$ cat src/rtl/hamming_tx_serializer_if.sv
// Word-input handshake for the Hamming transmit serializer.
// The master offers s_data/s_valid; the slave answers with s_ready.
interface hamming_tx_serializer_if #(
   parameter int K = 4
) ();
   logic [K-1:0] s_data;
   logic         s_valid;
   logic         s_ready;

   modport master (output s_data, output s_valid, input s_ready);
   modport slave  (input s_data, input s_valid, output s_ready);
endinterface

$ cat src/rtl/hamming_tx_serializer.sv
// Scrambles a K-bit word, appends Hamming parity and shifts the codeword out
// LSB first inside a start(0)/stop(1) frame, one bit per baud_tick.
module hamming_tx_serializer #(
   parameter int K   = 4,
   parameter int N   = 7,
   parameter int C   = 3,
   parameter int ENC = 1
) (
   input  logic                           clk,
   input  logic                           rst_n,
   input  logic                           baud_tick_i,
   hamming_tx_serializer_if.slave         s_if,
   output logic                           tx_o,
   output logic                           busy_o,
   output logic                           frame_done_o
);
   localparam int CNT_W = $clog2(N);
   // One 8-bit parity mask lane per parity bit, lane j drives p[j].
   localparam logic [31:0] MASKS = (K == 8) ? 32'h0F71_B7DB : 32'h000E_0B0D;

   generate
      if (!((K == 4 && N == 7 && C == 3) || (K == 8 && N == 12 && C == 4))) begin : g_bad_cfg
         $error("hamming_tx_serializer: unsupported K/N/C combination");
      end
   endgenerate

   typedef enum logic [1:0] {IDLE, START, DATA, STOP} state_t;

   state_t           state_q, state_d;
   logic [N-1:0]     shreg_q, shreg_d;
   logic [CNT_W-1:0] cnt_q, cnt_d;
   logic             tx_q, tx_d;

   logic [K-1:0]     x;
   logic [C-1:0]     par;
   logic [N-1:0]     cw;
   logic             s_ready, busy, frame_done;

   assign x = (ENC != 0) ? ~s_if.s_data : s_if.s_data;

   genvar gi;
   generate
      for (gi = 0; gi < C; gi++) begin : g_par
         assign par[gi] = ^(x & MASKS[gi*8 +: K]);
      end
   endgenerate

   assign cw = {x, par};

   always_ff @(posedge clk or negedge rst_n) begin
      if (!rst_n) begin
         state_q <= IDLE;
         shreg_q <= '0;
         cnt_q   <= '0;
         tx_q    <= 1'b1;
      end else begin
         state_q <= state_d;
         shreg_q <= shreg_d;
         cnt_q   <= cnt_d;
         tx_q    <= tx_d;
      end
   end

   // The shift register always presents the next codeword bit at shreg_q[0].
   always_comb begin
      state_d = state_q;
      shreg_d = shreg_q;
      cnt_d   = cnt_q;
      tx_d    = tx_q;
      case (state_q)
         IDLE: begin
            tx_d = 1'b1;
            if (s_if.s_valid && s_ready) begin
               state_d = START;
               shreg_d = cw;
               tx_d    = 1'b0;
            end
         end
         START: begin
            if (baud_tick_i) begin
               state_d = DATA;
               cnt_d   = '0;
               tx_d    = shreg_q[0];
               shreg_d = {1'b0, shreg_q[N-1:1]};
            end
         end
         DATA: begin
            if (baud_tick_i) begin
               if (cnt_q == CNT_W'(N - 1)) begin
                  state_d = STOP;
                  tx_d    = 1'b1;
               end else begin
                  cnt_d   = cnt_q + 1'b1;
                  tx_d    = shreg_q[0];
                  shreg_d = {1'b0, shreg_q[N-1:1]};
               end
            end
         end
         STOP: begin
            if (baud_tick_i) begin
               state_d = IDLE;
               tx_d    = 1'b1;
            end
         end
         default: state_d = IDLE;
      endcase
   end

   always_comb begin
      s_ready    = (state_q == IDLE);
      busy       = (state_q != IDLE);
      frame_done = (state_q == STOP) && baud_tick_i;
   end

   assign s_if.s_ready = s_ready;
   assign busy_o       = busy;
   assign frame_done_o = frame_done;
   assign tx_o         = tx_q;
endmodule
$ cat src/flat_wrapper.sv
// flat-port wrapper written by rule: the top's interface ports become plain ports
module hamming_tx_serializer_flat 
#(
   parameter int K   = 4,
   parameter int N   = 7,
   parameter int C   = 3,
   parameter int ENC = 1
)
  (clk, rst_n, baud_tick_i, tx_o, busy_o, frame_done_o, s_if_s_data, s_if_s_valid, s_if_s_ready);
  hamming_tx_serializer_if #(.K(K)) s_if_i ();
  input  logic clk;
  input  logic rst_n;
  input  logic baud_tick_i;
  output logic tx_o;
  output logic busy_o;
  output logic frame_done_o;
  input wire logic [$bits(s_if_i.s_data)-1:0] s_if_s_data;
  input wire logic [$bits(s_if_i.s_valid)-1:0] s_if_s_valid;
  output wire logic [$bits(s_if_i.s_ready)-1:0] s_if_s_ready;
  assign s_if_i.s_data = s_if_s_data;
  assign s_if_i.s_valid = s_if_s_valid;
  assign s_if_s_ready = s_if_i.s_ready;
  hamming_tx_serializer #(.K(K), .N(N), .C(C), .ENC(ENC)) u_core (.clk(clk), .rst_n(rst_n), .baud_tick_i(baud_tick_i), .s_if(s_if_i), .tx_o(tx_o), .busy_o(busy_o), .frame_done_o(frame_done_o));
endmodule
$ cat config.mk
export PLATFORM = sky130hd
export DESIGN_NAME = hamming_tx_serializer_flat
export DESIGN_NICKNAME = d
export VERILOG_FILES = /design/src/rtl/hamming_tx_serializer_if.sv /design/src/rtl/hamming_tx_serializer.sv /design/src/flat_wrapper.sv
export SDC_FILE = /design/constraint.sdc
export NUM_CORES = 1
export LEC_CHECK = 0
export ABC_AREA = 0
export CORE_MARGIN = 1.5
export CORE_UTILIZATION = 24
export CTS_CLUSTER_SIZE = 10
export DETAILED_ROUTE_END_ITERATION = 10
export GPL_TIMING_DRIVEN = 0
export PLACE_DENSITY = 0.51
export SLEW_MARGIN = 20
export SYNTH_ARGS = -nofsm -noshare
export SYNTH_HDL_FRONTEND = slang
export SYNTH_SLANG_ARGS = --single-unit
$ cat constraint.sdc
create_clock -name clk -period 4.7 [get_ports clk]
set_input_delay 0.47 -clock clk [delete_from_list [all_inputs] [get_ports clk]]
set_output_delay 0.47 -clock clk [all_outputs]
set_load 0.005 [all_outputs]
Yosys cells after proc, flatten, opt, wreduce, memory -nomap -nowiden
Cells that the tools add are included.
Widths: inputs -> output; s select.
{"block": "word_totals", "reg_bits": 13, "out_inout_bits": 4}
{"block": "classes", "n_addsub": 1, "eq_ne": 10, "muxes": 21, "bitwise_logic": 1, "n_reduce_logical": 13}
{"op": "$mux 7", "count": 4}
{"op": "$pmux 7 s3", "count": 1}
{"op": "$reduce_xor 4->1", "count": 3}
{"op": "$mux 2", "count": 5}
{"op": "$ne 2x2->1 const B", "count": 5}
{"op": "$reduce_and 5->1", "count": 2}
{"op": "$mux 3", "count": 3}
{"op": "$pmux 2 s4", "count": 1}
{"op": "$pmux 3 s2", "count": 1}
{"op": "$mux 1", "count": 5}
{"op": "$eq 2x2->1 const B", "count": 2}
{"op": "$not 4->4", "count": 1}
{"op": "$pmux 1 s4", "count": 1}
{"op": "$reduce_and 4->1", "count": 1}
{"op": "$reduce_bool 2->1", "count": 2}
{"op": "$add 3x1->3 const B", "count": 1}
{"op": "$eq 3x3->1 const B", "count": 1}
{"op": "$reduce_and 3->1", "count": 1}
{"op": "$reduce_bool 3->1", "count": 1}
{"op": "$eq 2x1->1 const B", "count": 1}
{"op": "$logic_and 1x1->1", "count": 2}
{"op": "$logic_not 2->1", "count": 1}
{"op": "$ne 2x1->1 const B", "count": 1}

Logic depth before layout (Yosys ltp)
{"block": "depth", "word_depth": 4, "depth_mapped": 6, "ltp_nobuf": 5}

Least setup slack after synthesis
OpenSTA, ideal clock, no wires.
{"block": "synth_path", "path_type": "register to register", "from": "reg u_core.state_q[0]", "to": "reg u_core.shreg_q[2]", "arrival_time_ns": 1.526, "required_time_ns": 4.575, "setup_slack_ns": 3.049, "path_stages_with_launch": 6, "n_path_buf": 0, "period_less_slack_ns": 1.651, "cell_sequence": "dfrtp_1 -> inv_1 -> ha_1 -> mux2_4 -> o211ai_4 -> mux2_4"}
{"block": "synth_between", "elab_chain_len": 4, "word_cells_on_any_way": 11}
{"item": "start, declared", "line_no": "hamming_tx_serializer.sv:29", "text": "state_t state_q, state_d;"}
{"item": "start signal, assigned", "line_no": "hamming_tx_serializer.sv:57", "text": "state_q <= state_d;"}
{"item": "$logic_not 2->1 (*)", "line_no": "hamming_tx_serializer.sv:110", "text": "s_ready = (state_q == IDLE);"}
{"item": "via s_if_s_ready", "line_no": "flat_wrapper.sv:19", "text": "output wire logic [$bits(s_if_i.s_ready)-1:0] s_if_s_ready;"}
{"item": "$logic_and 1x1->1", "line_no": "hamming_tx_serializer.sv:73", "text": "if (s_if.s_valid && s_ready) begin"}
{"item": "$ne 2x2->1 (no source line)"}
{"item": "$reduce_and 5->1 (no source line)"}
{"item": "end signal, assigned", "line_no": "hamming_tx_serializer.sv:58", "text": "shreg_q <= shreg_d;"}
{"item": "end, declared", "line_no": "hamming_tx_serializer.sv:30", "text": "logic [N-1:0] shreg_q, shreg_d;"}
Mark *: on every way through the listed nets, which the timed path passes. The rest lies on a longest branch.
A chain may end at the register's enable or synchronous reset.

Final worst setup path
{"block": "layout_path", "from": "reg u_core.state_q[0]", "to": "out busy_o"}
{"block": "layout_between", "elab_chain_len": 1}
{"item": "$reduce_bool 2->1", "line_no": "hamming_tx_serializer.sv:111", "text": "busy = (state_q != IDLE);"}
{"item": "end, declared", "line_no": "flat_wrapper.sv:15", "text": "output logic busy_o;"}
No other way between the ends.

==> flow_summary.ini <==
[outcome]
result_of_the_run = complete, no violations

[synthesis]
synth_top_family_by_area = compound AO/OA/AOI/OAI gates
synth_cell_type_count = 27
synth_xor_area_share_pct = 7.64
sequential_fraction_of_the_synthesis_area_pct = 36.3
synth_seq_cells = 13
share_of_the_synthesized_area_in_compound_gates_ao_oa_aoi_oai_pct = 17.8
ys_top_cells_by_area = sky130_fd_sc_hd__dfrtp_1 33%, sky130_fd_sc_hd__mux2_4 12%, sky130_fd_sc_hd__ha_1 8.3%, sky130_fd_sc_hd__xnor3_1 5.0%, sky130_fd_sc_hd__mux2i_1 4.4%
ys.warnings.count = 0
yosys.area_share.adder_pct = 8.33
syn_inst = 81
synthSimpleGateAreaFrac_pct = 8.19
post_synth_top_area_share_pct = 33.3
synthesis.area_per_instance_sq_um = 11.1
post_synth_net_total = 95
synth.mux.area_fraction_pct = 16.1
synth.cell_area_sq_um = 901
yosys.area.top_type = sky130_fd_sc_hd__dfrtp_1

[worst_setup_path]
r2r-start = u_core.state_q[0]$_DFFE_PN0P_
worst_setup_endpoint = busy_o
critical_path.slowest_cell = sky130_fd_sc_hd__clkdlybuf4s50_1
startpoint = u_core.state_q[0]$_DFFE_PN0P_
timing.critical_path.cells = inv_1 -> ha_1 -> inv_1 -> clkdlybuf4s50_1
reg2reg_setup_slack_ns = 2.93
start_kind = register
critical-path-max-stage-delay_ns = 0.50
r2r_cells = 5
crit_path_frequent_cell = sky130_fd_sc_hd__inv_1
criticalPathCategory = reg -> out
endpoint_kind = primary output
worst_ep_arrival_time_ns = 1.62
crit_fanout = 6
reg2reg_end = u_core.shreg_q[2]$_DFFE_PN0P_
required_ns = 4.23

[detailed_routing]
postRouteAntennaNets = 0
first_iter_violations = 21
drt-wirelength-per-cell_um = 11.1
detail_route.vias_per_cell = 4.34
detailedRoute.firstPassIterationCount = 6
drt_drc_violations_left = 0
vias = 621
total_wire_length_um = 1590

[sta]
setup_viol = 0
timing.final.crit_share_pct = 44.5
max-slew-margin-rel_pct = 60.1
final-hold-violation-count = 0
worst-slew-pin-transition_ns = 0.596
grt_setup_unrepaired = false
timing.clock.skew_ns = 0.00421
maximum_clock_rate_ghz = 0.478
finalSetupTns_ns = 0
post-route-min-period_ns = 2.09
final-max-slew-violation-count = 0

[min_path]
worst_min_path_class = reg -> reg
min_from = u_core.shreg_q[2]$_DFFE_PN0P_

[die]
starting_density_pct = 24.8
die_height_um = 64.3
rows = 22
num_io_pins = 12
fp.dieArea_sq_mm = 0.00413
core_sq_mm = 0.00363
die_w_um = 64.3

[finish]
insertedDiodeCount = 0
area_growth_pct = 22.8
layoutNonFillerInstCount = 143
finalNetCount = 110
ratio_of_cells_with_drive_above_1_in_the_final_layout_pct = 20.0
filler_cell_count = 380

[grt]
grt_first_pass_wirelength_um = 2750
antenna_found_initial = 0
grt_ovf = 0
gr-usage-all-layers_pct = 8.76
number_of_global_route_vias_before_repair = 632
grt_start_max_net_pins = 14

[power]
power.density_cell_area_mw_per_mm2 = 717
p_leak_nw = 0.517
power.total_uw = 793
vdd_ir_drop_max_mv = 0.138

[clocking]
cts.root.buffer_cell = sky130_fd_sc_hd__clkbuf_8
cts.hold.buffers_added = 0
clock-sinks = 13
clk_path_buf_depth = 2
cts-buffers-inserted = 3
cts.reportedPaths.clkPinSlew_ns = 0.05
post-cts-setup-buffers = 0
clock_latency_ns = 0.24
ctsResizeCount = 0
htree_num_levels = 1
tritoncts = yes

[job]
maxCapViolations = 0

[placed_design]
place_congestion = 0.739
portBuffers = 10
post-place-cells = 139
place.detailed.hpwl_um = 1160
## critical path, delay by kind of cell (launching register included)
| kind | cells | cell delay (ns) |
|---|---|---|
| adder cells (fa/ha/maj) | 1 | 0.28 |
| buffers and inverters | 3 | 0.69 |
| flip-flops | 1 | 0.40 |
## sequential cells by signal (all words and copies together) (netlist names)
register and flops:
u_core.shreg_q 7, u_core.cnt_q 3, u_core.state_q 2, u_core.tx_o 1
## final cells by class
type / instances / area (sq um) / share of cell area (%)
sequential: 13 / 327 / 29.5
multi-input combinational: 57 / 523 / 47.3
tap: 48 / 60.1 / 5.43
buffer: 4 / 25.0 / 2.26
timing repair buffer: 10 / 100 / 9.05
inverter: 7 / 26.3 / 2.38
clock buffer: 4 / 45.0 / 4.07
## cell usage in the layout (no fill, tap or decap), types with 2 or more instances in the layout
master	netlist	final
sky130_fd_sc_hd__a21bo_2	2	2
sky130_fd_sc_hd__a21oi_1	3	3
sky130_fd_sc_hd__a22o_1	3	3
sky130_fd_sc_hd__buf_2	2	2
sky130_fd_sc_hd__clkbuf_8	0	3
sky130_fd_sc_hd__clkdlybuf4s50_1	0	10
sky130_fd_sc_hd__dfrtp_1	12	12
sky130_fd_sc_hd__ha_1	6	6
sky130_fd_sc_hd__inv_1	7	7
sky130_fd_sc_hd__mux2_4	7	7
sky130_fd_sc_hd__mux2i_1	4	4
sky130_fd_sc_hd__nand2_1	5	5
sky130_fd_sc_hd__nand3_1	3	3
sky130_fd_sc_hd__nor2_1	3	3
sky130_fd_sc_hd__nor3_1	2	2
sky130_fd_sc_hd__o21ai_0	8	8
sky130_fd_sc_hd__xnor3_1	2	2
## through the flow
step                      hold slack [ns]  worst slack [ns]  area (sq um)  util (%)
after global placement              0.490              2.85          1060      29.2
final                               0.508              2.61          1110      30.4
after global routing                0.531              2.53          1110      30.4
after CTS                           0.515              2.61          1110      30.4
after detailed placement            0.498              2.86          1060      29.2
after floorplan                     0.174              3.05           901         -
## worst min path at each step
stage,depth (start not counted),to
after global placement,1,u_core.shreg_q[2]$_DFFE_PN0P_
after floorplan,0,u_core.cnt_q[0]$_DFFE_PN0P_
after CTS,1,u_core.shreg_q[2]$_DFFE_PN0P_
after global routing,1,u_core.shreg_q[2]$_DFFE_PN0P_
after detailed placement,1,u_core.shreg_q[2]$_DFFE_PN0P_
final,1,u_core.shreg_q[2]$_DFFE_PN0P_
## Yosys cell counts (all sizes together)
master and number:
dfrtp 12, o21ai 8, inv 7, mux2 7
ha 6, nand2 5, buf 4, mux2i 4
nor2 4, a21oi 3, a22o 3, nand3 3
a21bo 2, nor3 2, xnor3 2, a211oi 1
a2bb2oi 1, and2 1, dfstp 1, nand4 1
o211ai 1, o221a 1, o32a 1, xor3 1
## routing by layer
metal	up-vias	part of all wire, %	global-route usage [%]
met3	4	3.9	2.29
met4	0	2.4	5.85
li1	317	-	-
met2	13	47	14.1
met5	-	0	0
met1	287	47	10.2
## where the power goes
| part | internal, mW | leakage [nW] | switching [mW] | total, mW |
|---|---|---|---|---|
| clock | 0.0599 | 0.0228 | 0.0420 | 0.102 |
| combinational | 0.272 | 0.335 | 0.211 | 0.483 |
| sequential | 0.170 | 0.160 | 0.0373 | 0.208 |
| total | 0.503 | 0.517 | 0.290 | 0.793 |
## logic make-up (layout without fill, tap and decap cells)
group	count (synthesis)	count (layout)
AO/OA/AOI/OAI	21	21
XOR/XNOR	3	3
adder cells (fa/ha/maj)	6	6
buffers and inverters	11	25
flip-flops	13	13
multiplexers	11	11
AND/OR/NAND/NOR	16	16
Note: power is estimated with default switching activity, not from simulation.
